--- src/rtl/controle_exibicao.sv ---
// Display-content controller: keeps a saturating score and a latched note letter,
// and chooses which one the 7-segment converter shows.
module controle_exibicao #(
  parameter int CICLOS_LETRA = 1000,
  parameter int PONTOS_MAX   = 255
) (
  input  logic       clock,
  input  logic       zera_as_n,
  input  logic       zera_s,
  input  logic       acerto,
  input  logic       erro,
  input  logic       carrega_letra,
  input  logic [4:0] letra_in,
  output logic [7:0] numero,
  output logic [4:0] letra,
  output logic       select,
  output logic       zera_contador_display,
  output logic [1:0] db_estado
);

  localparam int TW = (CICLOS_LETRA > 1) ? $clog2(CICLOS_LETRA) : 1;
  localparam logic [TW-1:0] TIMER_FIM = TW'(CICLOS_LETRA - 1);
  localparam logic [7:0] NUMERO_MAX = 8'(PONTOS_MAX);

  typedef enum logic [1:0] {
    INICIAL       = 2'b00,
    MOSTRA_NUMERO = 2'b01,
    MOSTRA_LETRA  = 2'b10,
    INVALIDO      = 2'b11
  } estado_t;

  estado_t         estado, prox_estado;
  logic [TW-1:0]   timer, prox_timer;
  logic [4:0]      prox_letra;
  logic            prox_zera;
  logic [7:0]      prox_numero;

  // A reload always restarts the letter window, even on the cycle it would expire.
  always_comb begin
    prox_estado = estado;
    prox_timer  = '0;
    prox_letra  = letra;
    prox_zera   = 1'b0;
    case (estado)
      INICIAL: begin
        prox_estado = MOSTRA_NUMERO;
        prox_zera   = 1'b1;
      end
      MOSTRA_NUMERO: begin
        if (carrega_letra) begin
          prox_letra  = letra_in;
          prox_estado = MOSTRA_LETRA;
          prox_zera   = 1'b1;
        end
      end
      MOSTRA_LETRA: begin
        if (carrega_letra) begin
          prox_letra = letra_in;
          prox_zera  = 1'b1;
        end else if (timer == TIMER_FIM) begin
          prox_estado = MOSTRA_NUMERO;
          prox_zera   = 1'b1;
        end else begin
          prox_timer = timer + TW'(1);
        end
      end
      default: prox_estado = INICIAL;
    endcase
  end

  // Simultaneous hit and miss cancel out; the score never wraps.
  always_comb begin
    prox_numero = numero;
    if (acerto && !erro && (numero < NUMERO_MAX))
      prox_numero = numero + 8'd1;
    else if (erro && !acerto && (numero != 8'd0))
      prox_numero = numero - 8'd1;
  end

  always_ff @(posedge clock or negedge zera_as_n) begin
    if (!zera_as_n) begin
      estado                <= INICIAL;
      timer                 <= '0;
      numero                <= '0;
      letra                 <= '0;
      select                <= 1'b0;
      zera_contador_display <= 1'b0;
    end else if (zera_s) begin
      estado                <= INICIAL;
      timer                 <= '0;
      numero                <= '0;
      letra                 <= '0;
      select                <= 1'b0;
      zera_contador_display <= 1'b0;
    end else begin
      estado                <= prox_estado;
      timer                 <= prox_timer;
      numero                <= prox_numero;
      letra                 <= prox_letra;
      select                <= (prox_estado == MOSTRA_LETRA);
      zera_contador_display <= prox_zera;
    end
  end

  assign db_estado = estado;

endmodule

--- config.mk ---
export PLATFORM = sky130hd
export DESIGN_NAME = controle_exibicao
export DESIGN_NICKNAME = d
export VERILOG_FILES = /design/src/rtl/controle_exibicao.sv
export SDC_FILE = /design/constraint.sdc
export NUM_CORES = 1
export LEC_CHECK = 0
export BUFFER_PORTS_ARGS = -buffer_cell sky130_fd_sc_hd__buf_2
export CORE_UTILIZATION = 46
export CTS_BUF_LIST = sky130_fd_sc_hd__clkbuf_8
export CTS_CLUSTER_SIZE = 28
export DETAILED_ROUTE_END_ITERATION = 8
export PLACE_DENSITY = 0.68
export SLEW_MARGIN = 10
export SYNTH_ARGS = -nofsm -noshare
export SYNTH_HDL_FRONTEND = slang
export SYNTH_SLANG_ARGS = --single-unit
--- constraint.sdc ---
create_clock -name clock -period 5.9 [get_ports clock]
set_clock_uncertainty 0.1 [all_clocks]
set_input_delay 0 -clock clock [delete_from_list [all_inputs] [get_ports clock]]
set_output_delay 0 -clock clock [all_outputs]
set_load 0.005 [all_outputs]
==> results of run 1 <==
flip-flops by register name (all words and copies together) (netlist names):
register and flops:
zera_contador_display 1, select 1, numero 8, db_estado 2
letra 5, timer 10
power groups by stage:
stage                     Clock, W  Sequential [W]  Combinational [W]
final                     0.000109        0.000242           0.000228
after global routing      0.000121        0.000247           0.000260
after CTS                 0.000113        0.000242           0.000229
after detailed placement         0        0.000245           0.000221
after global placement           0        0.000242           0.000221
after floorplan                  0        0.000242           0.000158
final timing paths:
check / startpoint / to / slack (ps) / cells past startpoint
setup / recovery: numero[0] / numero[7] / 3170 / 8
hold / removal: carrega_letra / db_estado[1] / 30 / 3
min in group asynchronous: zera_as_n / numero[1] / 160 / 2
hold reg to reg: timer[0] / timer[0] / 390 / 1
max in group asynchronous: zera_as_n / db_estado[1] / 5150 / 2
setup reg to reg: numero[0] / numero[7] / 3170 / 8
area by class of cell:
cell class | count | area share
Multi-Input combinational cell | 124 | 0.437
Sequential cell | 27 | 0.357
Timing Repair Buffer | 38 | 0.130
Tap cell | 44 | 0.0291
Clock buffer | 3 | 0.0218
Inverter | 11 | 0.0218
Clock inverter | 1 | 0.00397
repair_timing:
action | CTS | global route
hold buffers | 11 | 0
setup endpoints to repair | 0 | 0
endpoints found under the hold margin | 32 | 0
metrics by stage:
step	instances	instance area (µm²)	total power [W]
finish	248	1890	0.000579
global route	248	1890	0.000628
CTS	248	1890	0.000583
detailed placement	233	1730	0.000467
global placement	233	1730	0.000464
floorplan	167	1560	0.000401
worst register-to-register path, cell delays in order (launching register included):
cell	delay (ps)
dfrtp_1	460
nand4_1	140
o211ai_2	430
ha_1	360
a21oi_1	190
o21ai_0	150
or3b_1	390
a32o_1	250
o21bai_1	140
placed cells by master (no fill, tap or decap), types with 2 or more instances in the layout:
master and instances:
dfrtp_1 27, buf_2 27, nand2_1 19, nor2_1 14, inv_1 11, ha_1 11
dlygate4sd3_1 11, a21oi_1 10, nand3_1 8, xnor2_1 7, nand4_1 4, o21ai_0 4
and3_1 4, xor2_1 3, o31ai_1 3, nor2b_1 3, o21a_1 3, clkbuf_8 3
and4_1 2, nor3_1 2, and2_1 2, a211oi_1 2, nor4_1 2, a21o_1 2
o41ai_1 2, a21boi_0 2, o21bai_1 2
cell families (layout without fill, tap and decap cells):
group,count (synthesis),in the layout,share of synthesized area
simple gates,64,64,0.202
xor+xnor,10,10,0.0560
fa+ha+maj,12,12,0.101
flops,27,27,0.432
buf+inv,16,53,0.0392
compound gates,38,38,0.170
metal layers:
metal | vias up | track usage | wire length, µm
met2 | 26 | 0.350 | 1590
met5 | - | 0 | 0
met4 | 0 | 0.0631 | 15
li1 | 664 | - | -
met1 | 619 | 0.281 | 1590
met3 | 2 | 0.0303 | 97
==> flow_summary.toml, run 1 <==
[cts]
cts_buffers = 3
clk_latency_ps = 270
htreeDepth = 1
clockBufferDepth = 2
cts_setup_buffers = 0
cts.sinks = 27
cts_resized = 0
cts_root_buf = "clkbuf_8"
tritoncts = "yes"
path_clk_slew_ps = 100

[die]
ios = 28
dieHeight_um = 60.3
die_width_um = 60.3
start_util = 0.500
core-area_mm2 = 0.00313
dieArea_mm2 = 0.00364
rows = 20

[routing]
wl_per_cell_um = 13.3
drc = 0
first_iter_violations = 43
vias_per_cell = 5.29
routed_wl_um = 3290
ant_nets = 0
vias = 1311
first_pass_iters = 4

[grt]
overflow = 0
grt_max_degree = 28
track_usage = 0.210
antenna_found_initial = 0
grt_pass1_wl_um = 5700
grt_pass1_vias = 1314

[timing]
period_minus_slack_ps = 2730
finalHoldViolCount = 0
rsz0062_at_grt = "false"
max_slew_margin = 0.599
whs_ps = 30.9
fin_ws_ps = 3170
fin_crit_sh = 0.463
clock.fmax_mhz = 366
worstMarginPinSlew_ps = 601
setup_tns_ps = 0
slew_violations = 0
finalSetupViolCount = 0

[synthesis]
synth_area_leaders = "dfrtp_1 43%, ha_1 8.8%, nand2_1 4.6%, xnor2_1 3.9%, nor2_1 3.4%"
synth_warnings = 0
synth.most_common_cell = "dfrtp_1"
yosysSeqAreaShare = 0.432
synthArstFlopShare = 1.00
synth.distinct_cells = 39
synth_common_cells = "27 x dfrtp_1, 19 x nand2_1, 14 x nor2_1"
netlist_instances = 167
netlist_area_mm2 = 0.00156
synth.avg_cell_area_um2 = 9.37
synth_top_area_frac = 0.432
syn_nets = 190
yosys.area.top_type = "dfrtp_1"
synth_edf_count = 0
synth_flop_cell = "dfrtp_1"
ys_ff_latch = 27

[setup_path]
worstPathCellList = "nand4_1 -> o211ai_2 -> ha_1 -> a21oi_1 -> o21ai_0 -> or3b_1 -> a32o_1 -> o21bai_1"
cp-start-kind = "register"
cp-end-kind = "register"
cp_max_fo = 11
required_ps = 5970
path_delay_family = "compound AO/OA/AOI/OAI gates"
cp.arrival_ps = 2800
worstSetupPathType = "reg2reg"
critical_path_buf_inv_count = 0
cp_slowest_cell = "dfrtp_1"
critical_path.max_stage_delay_ps = 460

[placement]
dp_worst_setup_slack_ps = 3170
dp_hpwl_um = 2300
port_buffers = 27
place_congestion = 0.869

[cells_and_area]
fillers = 287
multi_input_area_um2 = 827
drive_gt1_frac = 0.172
syn_to_final_growth_pct = 21.0
n_antenna_cell = 0
nets = 228
post-route-util = 0.605
regArea_um2 = 676

[power_and_ir_drop]
p_per_area_mw_per_mm2 = 306
switching_share = 0.364
clkPwrFrac = 0.189
seqPwrFrac = 0.417
vdd_drop_max_v = 0.000130
p_comb_frac = 0.394
p_int_w = 0.000369
p_switching_w = 0.000211
p_leak_nw = 0.889

[job]
cap_violations = 0

[worst_hold_path]
holdCritPathClass = "in2reg"

[run_status]
status = "complete, no violations"
Note: power is estimated with default switching activity, not from simulation.
==> inputs of run 2 (changes only) <==
Settings changed: PLACE_DENSITY 0.68 to 0.7.
Clock period 5.9 ns to 2.4 ns, I/O delays scaled along.
==> run 2 against run 1 <==
  * The flow now finishes with violations (negative setup slack)
  * Clock power grew to 2.6 times the previous value
  * Non-clock buffer count grew 19
  * Via count rose by 12%
  * Fmax is 14% higher
  * Highest routed layer unchanged
==> flow_summary.toml, run 2 (synthesized netlist as in run 1, its figures left out) <==
[cts]
htreeDepth = 1
clockBufferDepth = 2
clk_latency_ps = 290
cts.sinks = 27
tritoncts = "yes"
cts_buffers = 3
cts_root_buf = "clkbuf_8"
path_clk_slew_ps = 100

[timing]
clock.fmax_mhz = 415
whs_ps = 21.9
finalHoldViolCount = 0
fin_ws_ps = -7.94
fin_crit_sh = 1.00
worstMarginPinSlew_ps = 614
setup_tns_ps = -7.94
max_slew_margin = 0.591
finalSetupViolCount = 1
period_minus_slack_ps = 2410
rsz0062_at_grt = "true"
slew_violations = 0

[setup_path]
worstRegToRegCells = 9
required_ps = 2480
crit_start = "numero[4]"
cp.arrival_ps = 2490
r2r_end = "numero[7]"
r2r_slack_ps = -8
r2r-start = "numero[4]"
cp_max_fo = 6
worstSetupPathType = "reg2reg"
cp-start-kind = "register"
cp-end-kind = "register"

[worst_hold_path]
worstHoldStart = "zera_s"
hold_depth = 2
holdPathEnd = "letra[2]"
holdCritPathClass = "in2reg"

[run_status]
violations = "negative setup slack"
status = "finished, violations left"

[grt]
antenna_found_initial = 0
grt_pass1_wl_um = 6220
grt_pass1_vias = 1415
grt_max_degree = 28
overflow = 0
track_usage = 0.232

[cells_and_area]
regArea_um2 = 676
top_register = "timer"
multi_input_area_um2 = 950
largest_register_ffs = 10
syn_to_final_growth_pct = 39.5
post-route-util = 0.698
largestRegisters = "timer (10), numero (8), letra (5)"
nets = 247
mostFrequentLayoutCells = "27 x dfrtp_1, 27 x buf_2, 17 x nand2_1"
drive_gt1_frac = 0.305
n_antenna_cell = 0
fillers = 243

[power_and_ir_drop]
vdd_drop_max_v = 0.000323
p_leak_nw = 1.02
p_per_area_mw_per_mm2 = 824

[die]
dieHeight_um = 60.3
dieArea_mm2 = 0.00364
ios = 28
die_width_um = 60.3
start_util = 0.500
core-area_mm2 = 0.00313
rows = 20

[routing]
routed_wl_um = 3900
vias = 1466
vias_per_cell = 5.49
first_iter_violations = 81
ant_nets = 0
wl_per_cell_um = 14.6
drc = 0
first_pass_iters = 4

[placement]
dp_hpwl_um = 2590
place_congestion = 0.902
port_buffers = 27
dp_worst_setup_slack_ps = -77.0

[job]
cap_violations = 0
[run 2: per-stage QoR]
stage | power, W | instance area (µm²) | cells
after CTS | 0.00167 | 2100 | 266
final | 0.00180 | 2180 | 267
after detailed placement | 0.00131 | 1870 | 249
after global routing | 0.00190 | 2180 | 267
after global placement | 0.00128 | 1870 | 249
after floorplan | 0.000992 | 1580 | 167
[run 2: how the worst max path moves through the flow]
stage / end / slack, ps / cells past startpoint
after floorplan: numero[7] / -50 / 8
after global placement: numero[6] / -30 / 9
after detailed placement: numero[6] / -80 / 8
after CTS: numero[7] / 4 / 11
after global routing: numero[7] / -70 / 9
final: numero[7] / -8 / 9
[run 2: routing by layer]
layer / routed length [µm] / track usage / up-vias / part of all wire
met5: 0 / 0 / - / 0
met4: 82 / 0.106 / 0 / 0.021
met3: 164 / 0.0260 / 9 / 0.042
met2: 1920 / 0.381 / 52 / 0.49
met1: 1730 / 0.305 / 707 / 0.44
li1: - / - / 698 / -
[run 2: repair_timing]
item                       4_1_cts  5_1_grt
hold buffers                    12        0
cloned                           0        0
setup endpoints to repair        2        3
pin swaps                        2        7
hold endpoints to repair        34        0
setup buffers                    1        1
resized for setup                8       13
[run 2: critical path, cell delays in order, from the launching register on]
cell      delay (ps)
dfrtp_1          380
nand4_1          150
o211ai_4         240
buf_12           160
ha_4             220
a21oi_4          170
a211oi_2          90
or3b_1           380
a32o_1           250
o21bai_1         150
[run 2: power breakdown]
group / internal [W] / switching (W)
registers: 0.000516 / 0.0000383
clock network: 0.000123 / 0.000165
logic: 0.000492 / 0.000463
[run 2: final cells by class]
cell class                 count  share of cell area
clock inverter                 1             0.00401
sequential                    27               0.310
clock buffer                   3              0.0189
tap                           44              0.0252
timing repair buffer          57               0.188
inverter                      11              0.0189
multi-input combinational    124               0.435
==> inputs of run 3 (changes only) <==
Settings changed: MAX_ROUTING_LAYER set to met4.
==> run 3 against run 2 <==
  * The flow still finishes with violations (negative setup slack)
  * Global-route usage grew 0.76 points
  * Fmax grew 0.30%
  * Worst setup slack gained 7.3 ps
  * Critical path depth is the same
  * Via count shrank 0.68%
  * Cell area is the same
  * Routed wire length shrank 0.41%
  * Total power is essentially flat
  * Die area is the same
  * Sequential power is essentially flat
  * Non-clock buffer count is the same
  * Core utilization is the same
==> flow_summary.toml, run 3 (synthesized netlist as in run 1, its figures left out) <==
[worst_hold_path]
holdCritPathClass = "in2reg"

[routing]
drc = 0
first_iter_violations = 79
ant_nets = 0
vias_per_cell = 5.45
first_pass_iters = 4
vias = 1456
wl_per_cell_um = 14.6
routed_wl_um = 3890

[grt]
grt_pass1_wl_um = 6220
grt_pass1_vias = 1415
antenna_found_initial = 0
overflow = 0
track_usage = 0.239
grt_max_degree = 28

[cells_and_area]
mostFrequentLayoutCells = "27 x dfrtp_1, 27 x buf_2, 17 x nand2_1"
multi_input_area_um2 = 950
top_register = "timer"
nets = 247
fillers = 243
n_antenna_cell = 0
syn_to_final_growth_pct = 39.5
regArea_um2 = 676
drive_gt1_frac = 0.305
largest_register_ffs = 10
design_area_mm2 = 0.00218
largestRegisters = "timer (10), numero (8), letra (5)"
final_cells = 267

[power_and_ir_drop]
seqPwrFrac = 0.308
switching_share = 0.370
p_per_area_mw_per_mm2 = 823
clkPwrFrac = 0.160
p_comb_frac = 0.531
fin_total_pwr_w = 0.00180
p_int_w = 0.00113
vdd_drop_max_v = 0.000323
p_leak_nw = 1.02
p_switching_w = 0.000664

[timing]
worstMarginPinSlew_ps = 610
slew_violations = 0
rsz0062_at_grt = "true"
period_minus_slack_ps = 2400
fin_crit_sh = 1.00
clock.fmax_mhz = 417
fin_ws_ps = -0.681
finalSetupViolCount = 1
finalHoldViolCount = 0
whs_ps = 17.5
max_slew_margin = 0.593

[cts]
tritoncts = "yes"
htreeDepth = 1
cts.sinks = 27
clockBufferDepth = 2
cts_root_buf = "clkbuf_8"
cts_buffers = 3
clk_latency_ps = 290
path_clk_slew_ps = 100

[placement]
place_congestion = 0.918
dp_hpwl_um = 2590
dpl-instance-area_mm2 = 0.00187
dp_cells = 249
dp_worst_setup_slack_ps = -77.0
port_buffers = 27

[setup_path]
critical_path_buf_inv_count = 1
critical_path.max_stage_delay_ps = 380
path_delay_family = "compound AO/OA/AOI/OAI gates"
cp_max_fo = 6
required_ps = 2480
cp.arrival_ps = 2480
worstPathCellList = "nand4_1 -> o211ai_4 -> buf_12 -> ha_4 -> a21oi_4 -> a211oi_2 -> or3b_1 -> a32o_1 -> o21bai_1"
cp-end-kind = "register"
cp-start-kind = "register"
worstSetupPathType = "reg2reg"
cp_slowest_cell = "or3b_1"

[job]
cap_violations = 0

[die]
ios = 28
dieArea_mm2 = 0.00364
rows = 20
start_util = 0.500
core-area_mm2 = 0.00313
dieHeight_um = 60.3
die_width_um = 60.3

[run_status]
violations = "negative setup slack"
status = "finished, violations left"
==> run 3: routing by layer <==
| metal | up-vias | GRT usage | routed length [µm] |
|---|---|---|---|
| met5 | - | - | 0 |
| met4 | 0 | 0.106 | 72 |
| met3 | 5 | 0.0260 | 206 |
| met2 | 48 | 0.381 | 1930 |
| met1 | 705 | 0.305 | 1680 |
| li1 | 698 | - | - |
==> run 3: what timing repair did <==
item | CTS | global route
resized for setup | 8 | 13
setup endpoints to repair | 2 | 3
hold endpoints to repair | 34 | 0
pin swaps | 2 | 7
hold buffers | 12 | 0
buffers inserted | 1 | 1
==> run 3: worst reg2reg max path, stage by stage (launching register included) <==
cell and delay, ps:
dfrtp_1 370, nand4_1 160, o211ai_4 240, buf_12 160, ha_4 220, a21oi_4 170
a211oi_2 90, or3b_1 380, a32o_1 250, o21bai_1 150
==> run 3: power by group through the flow <==
stage          registers [W]  clock network [W]  logic [W]
2_1_floorplan       0.000596                  0   0.000396
3_3_place_gp        0.000557                  0   0.000720
3_5_place_dp        0.000563                  0   0.000746
4_1_cts             0.000554           0.000296   0.000824
5_1_grt             0.000561           0.000306    0.00103
6_report            0.000554           0.000288   0.000954
==> run 3: worst paths after layout <==
check                           from  slack (ps)  cells after the start        end
min                           zera_s          20                      2   letra[2]
min reg2reg                 timer[0]         400                      1   timer[0]
max                        numero[3]        -0.7                      9  numero[7]
min in group asynchronous  zera_as_n         140                      2   timer[7]
max in group asynchronous  zera_as_n        1660                      2  numero[4]
max reg2reg                numero[3]        -0.7                      9  numero[7]
==> run 3: final cells by class <==
type,count,share of cell area
clock inverter,1,0.00401
tap,44,0.0252
sequential,27,0.310
clock buffer,3,0.0189
timing repair buffer,57,0.188
inverter,11,0.0189
multi-input combinational,124,0.435
==> run 3: stage by stage <==
stage / utilization / TNS, ps
finish: 0.698 / -0.681
detailed placement: 0.597 / -116
global route: 0.698 / -110
floorplan: - / -46.3
global placement: 0.597 / -26.5
CTS: 0.672 / 0
